===== src/rtl/disp_scheduler_if.sv =====
// Bundle of the requester inputs and display-driver outputs of disp_scheduler.
// The slave modport is the scheduler; the master modport is the board/CPU side.
interface disp_scheduler_if #(
    parameter int NUM_SRC = 4
);
    localparam int SW = (NUM_SRC > 1) ? $clog2(NUM_SRC) : 1;

    logic [32*NUM_SRC-1:0] src_word;
    logic [NUM_SRC-1:0]    src_valid;
    logic                  btn_next;
    logic                  auto_mode;
    logic                  hold;
    logic [31:0]           disp_word;
    logic                  lower_bytes;
    logic [SW-1:0]         src_sel;
    logic                  blank;
    logic [1:0]            dbg_state;

    modport master (
        output src_word, src_valid, btn_next, auto_mode, hold,
        input  disp_word, lower_bytes, src_sel, blank, dbg_state
    );

    modport slave (
        input  src_word, src_valid, btn_next, auto_mode, hold,
        output disp_word, lower_bytes, src_sel, blank, dbg_state
    );
endinterface


===== src/rtl/disp_scheduler.sv =====
// Round-robin time-sharing of a 4-digit display between NUM_SRC 32-bit words,
// each shown as upper half then lower half, advanced by dwell timer or button.
module disp_scheduler #(
    parameter int NUM_SRC         = 4,
    parameter int DWELL_CYCLES    = 100000000,
    parameter int DEBOUNCE_CYCLES = 1000000
) (
    input  logic              clk,
    input  logic              rst,
    disp_scheduler_if.slave   bus
);
    localparam int SW  = (NUM_SRC > 1) ? $clog2(NUM_SRC) : 1;
    localparam int DWW = $clog2(DWELL_CYCLES);
    localparam int DBW = $clog2(DEBOUNCE_CYCLES);

    typedef enum logic [1:0] {
        IDLE       = 2'd0,
        SHOW_UPPER = 2'd1,
        SHOW_LOWER = 2'd2
    } state_t;

    state_t         state_q, state_d;
    logic [SW-1:0]  src_sel_q, src_sel_d;
    logic [31:0]    disp_word_q;
    logic           lower_q;
    logic           blank_q;
    logic [DWW-1:0] dwell_q, dwell_d;
    logic           load;

    logic           sync1_q, sync2_q, stable_q, stable_prev_q;
    logic [DBW-1:0] deb_cnt_q;
    logic           btn_rise;
    logic           adv;
    logic           changed;
    logic [SW-1:0]  nxt_sel;

    // Stable level follows the synchronised button only after it has
    // disagreed for DEBOUNCE_CYCLES consecutive cycles.
    always_ff @(posedge clk or posedge rst) begin
        if (rst) begin
            sync1_q       <= 1'b0;
            sync2_q       <= 1'b0;
            stable_q      <= 1'b0;
            stable_prev_q <= 1'b0;
            deb_cnt_q     <= '0;
        end else begin
            sync1_q       <= bus.btn_next;
            sync2_q       <= sync1_q;
            stable_prev_q <= stable_q;
            if (sync2_q != stable_q) begin
                if (deb_cnt_q == DBW'(DEBOUNCE_CYCLES - 1)) begin
                    stable_q  <= sync2_q;
                    deb_cnt_q <= '0;
                end else begin
                    deb_cnt_q <= deb_cnt_q + 1'b1;
                end
            end else begin
                deb_cnt_q <= '0;
            end
        end
    end

    assign btn_rise = stable_q & ~stable_prev_q;
    assign adv = ~bus.hold &
                 (btn_rise | (bus.auto_mode & (dwell_q == DWW'(DWELL_CYCLES - 1))));

    function automatic logic [SW-1:0] rr_pick(input logic [NUM_SRC-1:0] v, input int start);
        logic found;
        int   idx;
        rr_pick = '0;
        found   = 1'b0;
        for (int k = 0; k < NUM_SRC; k++) begin
            idx = (start + k) % NUM_SRC;
            if (!found && v[idx]) begin
                rr_pick = SW'(idx);
                found   = 1'b1;
            end
        end
    endfunction

    assign nxt_sel = rr_pick(bus.src_valid, int'(src_sel_q) + 1);

    // Dropout of the shown source outranks both hold and adv.
    always_comb begin
        state_d   = state_q;
        src_sel_d = src_sel_q;
        load      = 1'b0;
        case (state_q)
            IDLE: begin
                if (|bus.src_valid) begin
                    state_d   = SHOW_UPPER;
                    src_sel_d = rr_pick(bus.src_valid, 0);
                    load      = 1'b1;
                end
            end
            default: begin
                if (!bus.src_valid[src_sel_q]) begin
                    if (|bus.src_valid) begin
                        state_d   = SHOW_UPPER;
                        src_sel_d = nxt_sel;
                        load      = 1'b1;
                    end else begin
                        state_d = IDLE;
                    end
                end else if (adv) begin
                    if (state_q == SHOW_UPPER) begin
                        state_d = SHOW_LOWER;
                    end else begin
                        state_d   = SHOW_UPPER;
                        src_sel_d = nxt_sel;
                        load      = 1'b1;
                    end
                end
            end
        endcase
    end

    assign changed = (state_d != state_q) || (src_sel_d != src_sel_q);

    always_comb begin
        dwell_d = dwell_q;
        if (changed || !bus.auto_mode || state_q == IDLE) begin
            dwell_d = '0;
        end else if (!bus.hold) begin
            dwell_d = dwell_q + 1'b1;
        end
    end

    always_ff @(posedge clk or posedge rst) begin
        if (rst) begin
            state_q     <= IDLE;
            src_sel_q   <= '0;
            disp_word_q <= '0;
            lower_q     <= 1'b0;
            blank_q     <= 1'b1;
            dwell_q     <= '0;
        end else begin
            state_q   <= state_d;
            src_sel_q <= src_sel_d;
            dwell_q   <= dwell_d;
            lower_q   <= (state_d == SHOW_LOWER);
            blank_q   <= (state_d == IDLE);
            if (load) begin
                disp_word_q <= bus.src_word[32*int'(src_sel_d) +: 32];
            end
        end
    end

    assign bus.disp_word   = disp_word_q;
    assign bus.lower_bytes = lower_q;
    assign bus.src_sel     = src_sel_q;
    assign bus.blank       = blank_q;
    assign bus.dbg_state   = state_q;
endmodule


===== src/flat_wrapper.sv =====
// flat-port wrapper written by rule: the top's interface ports become plain ports
module disp_scheduler_flat 
#(
    parameter int NUM_SRC         = 4,
    parameter int DWELL_CYCLES    = 100000000,
    parameter int DEBOUNCE_CYCLES = 1000000
)
  (clk, rst, bus_src_word, bus_src_valid, bus_btn_next, bus_auto_mode, bus_hold, bus_disp_word, bus_lower_bytes, bus_src_sel, bus_blank, bus_dbg_state);
  disp_scheduler_if #(.NUM_SRC(NUM_SRC)) bus_i ();
  input  logic clk;
  input  logic rst;
  input wire logic [$bits(bus_i.src_word)-1:0] bus_src_word;
  input wire logic [$bits(bus_i.src_valid)-1:0] bus_src_valid;
  input wire logic [$bits(bus_i.btn_next)-1:0] bus_btn_next;
  input wire logic [$bits(bus_i.auto_mode)-1:0] bus_auto_mode;
  input wire logic [$bits(bus_i.hold)-1:0] bus_hold;
  output wire logic [$bits(bus_i.disp_word)-1:0] bus_disp_word;
  output wire logic [$bits(bus_i.lower_bytes)-1:0] bus_lower_bytes;
  output wire logic [$bits(bus_i.src_sel)-1:0] bus_src_sel;
  output wire logic [$bits(bus_i.blank)-1:0] bus_blank;
  output wire logic [$bits(bus_i.dbg_state)-1:0] bus_dbg_state;
  assign bus_i.src_word = bus_src_word;
  assign bus_i.src_valid = bus_src_valid;
  assign bus_i.btn_next = bus_btn_next;
  assign bus_i.auto_mode = bus_auto_mode;
  assign bus_i.hold = bus_hold;
  assign bus_disp_word = bus_i.disp_word;
  assign bus_lower_bytes = bus_i.lower_bytes;
  assign bus_src_sel = bus_i.src_sel;
  assign bus_blank = bus_i.blank;
  assign bus_dbg_state = bus_i.dbg_state;
  disp_scheduler #(.NUM_SRC(NUM_SRC), .DWELL_CYCLES(DWELL_CYCLES), .DEBOUNCE_CYCLES(DEBOUNCE_CYCLES)) u_core (.clk(clk), .rst(rst), .bus(bus_i));
endmodule

===== config.mk =====
export PLATFORM = sky130hd
export DESIGN_NAME = disp_scheduler_flat
export DESIGN_NICKNAME = d
export VERILOG_FILES = /design/src/rtl/disp_scheduler_if.sv /design/src/rtl/disp_scheduler.sv /design/src/flat_wrapper.sv
export SDC_FILE = /design/constraint.sdc
export NUM_CORES = 1
export LEC_CHECK = 0
export ABC_AREA = 1
export ABC_CLOCK_PERIOD_IN_PS = 2780
export CORE_MARGIN = 1.5
export CORE_UTILIZATION = 44
export CTS_CLUSTER_SIZE = 14
export DETAILED_ROUTE_END_ITERATION = 8
export GPL_TIMING_DRIVEN = 0
export PLACE_DENSITY = 0.78
export SLEW_MARGIN = 40
export SYNTH_ARGS = -nofsm -noshare
export SYNTH_HDL_FRONTEND = slang
export SYNTH_SLANG_ARGS = --single-unit

===== constraint.sdc =====
create_clock -name clk -period 2.78 [get_ports clk]
set_clock_uncertainty 0.05 [all_clocks]
set_input_delay 0.556 -clock clk [delete_from_list [all_inputs] [get_ports clk]]
set_output_delay 0.556 -clock clk [all_outputs]
set_load 0.005 [all_outputs]

# After elaboration in Yosys (flattened, before gate mapping)
# Index checks and enable logic that the tools add are counted.
# op_classes
add_sub_neg	6
order_cmp	5
n_eq_ne	8
shifts	1
n_mux	54
bitwise	10
reduce_logical	24
# ops
operator	count
128-bit by 8-bit variable part select with 32-bit output	1
32-bit by 3-bit adder with 32-bit output (second input constant)	2
27-bit two-way mux	2
20-bit two-way mux	2
2-bit two-way mux	17
32-bit by 2-bit adder with 32-bit output (second input constant)	1
1-bit two-way mux	28
27-bit by 1-bit adder with 27-bit output (second input constant)	1
27-bit equality test (second input constant)	1
20-bit by 1-bit adder with 20-bit output (second input constant)	1
20-bit equality test (second input constant)	1
3-bit by 4-bit < comparator with 1-bit output (second input constant)	4
1-bit binary-select mux with 2-bit select	5
2-bit OR reduction	4
1-bit logical NOT	7
1-bit bitwise AND	6
1-bit logical AND	6
2-bit logical NOT	2
2-bit != test	2
4-bit OR reduction	1
2-bit by 1-bit adder with 3-bit output (second input constant)	1
1-bit logical OR	3
2-bit by 3-bit < comparator with 1-bit output (second input constant)	1
2-bit by 1-bit equality test with 1-bit output (second input constant)	1
7 further kinds	8
# word_totals
register_bits	89
inputBits	137
output_inout_bits	38
elab_cells	119

# Depth between registers and ports, before layout
# logic_depth
depth_word	25
ltp_mapped	20
mapped_depth_nobuf	18

# Worst setup path after synthesis
# Ideal clock, no wire load.
# synth_path
path_kind	register to register
start	register u_core.dwell_q[0]
end	register u_core.dwell_q[1]
arrival_time_ps	2049
setup_slack_ps	553
path_stages_with_launch	16
path_buffers	1
synth_period_minus_slack_ps	2227
path_cell_list	dfrtp_1 ha_1 nand2_1 nor2_1 nand2_1 nor2_2 nand3_2 a21oi_2 nand3_2 a21oi_2 nand2_1 nand2_2 nand2_2 nand3_4 buf_12 nor2_4
# synth_via
elab_chain_len	12
# synth_lines
element	line	source
start, declared	disp_scheduler.sv:27	logic [DWW-1:0] dwell_q, dwell_d;
start signal, assigned	disp_scheduler.sv:140	dwell_q <= dwell_d;
27-bit equality test	disp_scheduler.sv:65	(btn_rise | (bus.auto_mode & (dwell_q == DWW'(DWELL_CYCLES - 1))));
1-bit bitwise AND	disp_scheduler.sv:65	
1-bit bitwise OR	disp_scheduler.sv:65	
1-bit bitwise AND	disp_scheduler.sv:64	assign adv = ~bus.hold &
2-bit two-way mux	disp_scheduler.sv:105	end else if (adv) begin
2-bit two-way mux	disp_scheduler.sv:97	if (!bus.src_valid[src_sel_q]) begin
2-bit two-way mux	disp_scheduler.sv:88	case (state_q)
2-bit != test	disp_scheduler.sv:118	assign changed = (state_d != state_q) || (src_sel_d != src_sel_q);
1-bit logical OR	disp_scheduler.sv:118	
1-bit logical OR (2 in a row)	disp_scheduler.sv:122	if (changed || !bus.auto_mode || state_q == IDLE) begin
2-bit by 1-bit != test with 1-bit output (no source line) or 27-bit two-way mux (tied branches)	n/a	
# Several ways; a longest one is shown, not always the timed one. The select of a mux whose other input is x is not followed.
# A chain may end at the register's enable or synchronous reset.

# Final worst setup path
# layout_path
start	input port bus_auto_mode
end	register u_core.dwell_q[10]
# layout_via
elab_chain_len	11
# layout_lines
element	line	source
start, declared	flat_wrapper.sv:15	input wire logic [$bits(bus_i.auto_mode)-1:0] bus_auto_mode;
1-bit bitwise AND	disp_scheduler.sv:65	
1-bit bitwise OR	disp_scheduler.sv:65	
1-bit bitwise AND	disp_scheduler.sv:64	
2-bit two-way mux	disp_scheduler.sv:105	
2-bit two-way mux	disp_scheduler.sv:97	
2-bit two-way mux	disp_scheduler.sv:88	
2-bit != test	disp_scheduler.sv:118	
1-bit logical OR	disp_scheduler.sv:118	
1-bit logical OR * (2 in a row)	disp_scheduler.sv:122	
2-bit by 1-bit != test with 1-bit output (no source line) or 27-bit two-way mux (tied branches)	n/a	
# Every way passes the cells marked *; elsewhere a longest branch is shown, timed or not.

==> out/metrics.yaml <==
detailed_routing:
  routedWlPerCell_um: 13.8
  ant_nets: 0
  num_vias: 6406
  postRouteWirelength_mm: 17.6
  drcViolationCount: 0
  drtIter0Drc: 451
  dr.pass1.iters: 6
  drt-vias-per-instance: 5.03
critical_path:
  end_kind: "flop"
  critPathMaxFanout: 10
  rr_endpoint: "u_core.dwell_q[10]"
  r2r_cells: 15
  r2r_start: "u_core.dwell_q[0]"
  critPathLaunchType: "input port"
  worstPathRequired_ns: 2.96
  cp.arrival_ns: 2.80
  r2r_setup_slack_ns: 0.17
  path_class: "in -> reg"
global_routing:
  grt_usage: 0.244
  grt_first_pass_wirelength_mm: 28.7
  grt_max_degree: 26
  overflow: 0
  antenna_found_initial: 0
  grt_pass1_vias: 6012
cells_and_area:
  layout_commonest_cell: "nand2_1"
  nets: 1227
  final_cell_mix: "407 x nand2_1, 170 x clkdlybuf4s50_1, 88 x dfrtp_1, 78 x nand4_1, 53 x inv_1"
  final_cells: 1273
  fillerInstances: 1250
  antenna_cells: 0
  fin_area_sq_mm: 0.00872
  drive_above_1_share: 0.116
  syn2layout_area_growth_pct: 41.2
placement:
  dp_slack_ns: -0.408
  hpwl_mm: 13.5
  gp_congestion: 0.976
  dp.cells: 1253
  io_buffers: 174
  post_dp_cell_area_sq_mm: 0.00825
power_and_ir_drop:
  share_comb_of_total_power: 0.670
  p_per_area_mw_per_mm2: 1070
  switching_share: 0.477
  ir_drop_v: 0.000867
  p_sw_uw: 4470
  p_seq_frac: 0.188
  p_total_uw: 9370
  clkPwrFrac: 0.141
  p_leak_uw: 0.00414
  power.internal_uw: 4900
job:
  maxCapViolations: 0
floorplan:
  rows: 43
  initial_core_util: 0.449
  core_sq_mm: 0.0138
  dieArea_sq_mm: 0.0148
  dieWidth_um: 122
  die_h_um: 122
  io_pins: 175
sta:
  min_period_ns: 2.63
  hold_viol: 0
  finalWorstSetupSlack_ns: 0.155
  finalCritPeriodShare: 0.944
  tightest_slew_ns: 0.616
  rsz0062_at_grt: "false"
  setup_viol: 0
  drv_slew: 0
  slew_headroom: 0.588
  fin_tns_setup_ns: 0
  fmax_mhz: 381
synthesis:
  synthTopCellsByArea: "dfrtp_1 36%, nand2_1 25%, nand4_1 7.9%"
  seq_area_frac_synth: 0.361
  yosysTopAreaCellShare: 0.356
  syn_area_sq_mm: 0.00618
  ys.flop_type: "dfrtp_1"
  synth_top_cell_by_area: "dfrtp_1"
  syn_inst: 895
  syn_area_per_cell_sq_um: 6.90
  yosysWarnings: 0
  synth.net_count: 1034
  synth_cell_type_count: 41
  synth_enable_flop_cells: 0
  synth-seq-cells: 89
  async_flop_share: 1.00
worst_hold_path:
  hold_class: "reg -> reg"
  min-delay-start: "u_core.sync1_q"
  hold-path-cell-count: 0
  min_to: "u_core.sync2_q"
clocking:
  clockBufferDepth: 2
  cts-buffers-inserted: 9
  cts.sinks: 89
  htree_num_levels: 3
  cts_tree: "built"
  worstSkewPairLatency_ns: 0.35
  root_buffer: "clkbuf_16"
  path_clk_slew_ns: 0.06
status:
  status: "finished clean"
==> layer usage <==
layer  track usage  vias up  wire (um)
met5             0        -          0
met4        0.0765        0        393
met3        0.0531       39       1090
met2         0.421      206       8650
met1         0.303     2903       7420
li1              -     3258          -
==> worst max-delay path: stages <==
cell             delay (ns)
clkdlybuf4s50_1        0.51
nand2_1                0.07
nor2_1                 0.11
nand2_1                0.06
nor2_1                 0.17
nand3_4                0.14
a21oi_4                0.18
nand3_2                0.12
a21oi_4                0.17
nand2_1                0.13
nand2_4                0.13
nand2_2                0.08
nand3_4                0.13
buf_12                 0.19
nor2_4                 0.04
==> metrics by stage <==
| step | utilization | hold slack (ns) |
|---|---|---|
| floorplan | - | 0.281 |
| global placement | 0.592 | 0.289 |
| detailed placement | 0.599 | 0.319 |
| CTS | 0.623 | 0.326 |
| global route | 0.633 | 0.329 |
| finish | 0.633 | 0.323 |
==> Yosys cell counts, types with 3 or more instances <==
| master | number |
|---|---|
| inv_2 | 5 |
| inv_1 | 54 |
| xor2_1 | 20 |
| nor2_4 | 21 |
| nand4_1 | 78 |
| nor2_1 | 52 |
| dfrtp_1 | 88 |
| buf_4 | 8 |
| nand3_1 | 36 |
| nor3_1 | 14 |
| a21oi_2 | 3 |
| nand3_2 | 7 |
| o21ai_0 | 5 |
| buf_2 | 27 |
| a21oi_1 | 14 |
| nand2_1 | 408 |
| nand3b_1 | 3 |
| clkbuf_1 | 3 |
| xnor2_1 | 5 |
| nand2_2 | 13 |
==> sequential cells by signal (all words and copies together) (netlist names) <==
register	cells
u_core.sync1_q	1
u_core.bus.disp_word	32
u_core.bus.dbg_state	2
u_core.bus.src_sel	2
u_core.bus.lower_bytes	1
u_core.bus.blank	1
u_core.sync2_q	1
u_core.stable_q	1
u_core.stable_prev_q	1
u_core.deb_cnt_q	20
u_core.dwell_q	27
==> worst max-delay path by stage <==
stage          cells past startpoint                        to              start
3_5_place_dp                      18  u_core.bus.disp_word[24]           bus_hold
5_1_grt                           12        u_core.dwell_q[20]  u_core.dwell_q[0]
6_report                          15        u_core.dwell_q[10]      bus_auto_mode
2_1_floorplan                     15         u_core.dwell_q[1]  u_core.dwell_q[0]
4_1_cts                           14        u_core.dwell_q[10]           bus_hold
3_3_place_gp                      18  u_core.bus.disp_word[24]           bus_hold
==> final cells by class <==
class | instances | area, sq um | share of cell area
multi-input combinational | 703 | 3520 | 0.404
sequential | 89 | 2230 | 0.255
inverter | 59 | 225 | 0.0258
tap | 180 | 225 | 0.0258
clock inverter | 5 | 78.8 | 0.00904
clock buffer | 11 | 243 | 0.0278
timing repair buffer | 182 | 1880 | 0.216
buffer | 44 | 317 | 0.0363
==> logic make-up (layout without fill, tap and decap cells) <==
| kind of cell | after synthesis | in the layout | synth area share |
|---|---|---|---|
| compound gates | 29 | 29 | 0.0292 |
| xor+xnor | 25 | 25 | 0.0354 |
| fa+ha+maj | 2 | 2 | 0.00405 |
| buf+inv | 103 | 301 | 0.0806 |
| flops | 89 | 89 | 0.361 |
| mux | 1 | 1 | 0.00182 |
| simple gates | 646 | 646 | 0.488 |
==> power groups by stage <==
stage	Clock [uW]	Combinational, uW	Sequential (uW)
floorplan	0	4270	1770
global placement	0	5970	1780
detailed placement	0	6060	1780
CTS	1340	6090	1770
global route	1400	7060	1790
finish	1330	6280	1770
==> repair_timing <==
item | 4_1_cts | 5_1_grt
pin swaps | 0 | 4
resized for setup | 1 | 38
setup buffers | 0 | 4
hold buffers | 0 | 0
endpoints found under the setup margin | 1 | 59
Note: power is estimated with default switching activity, not from simulation.
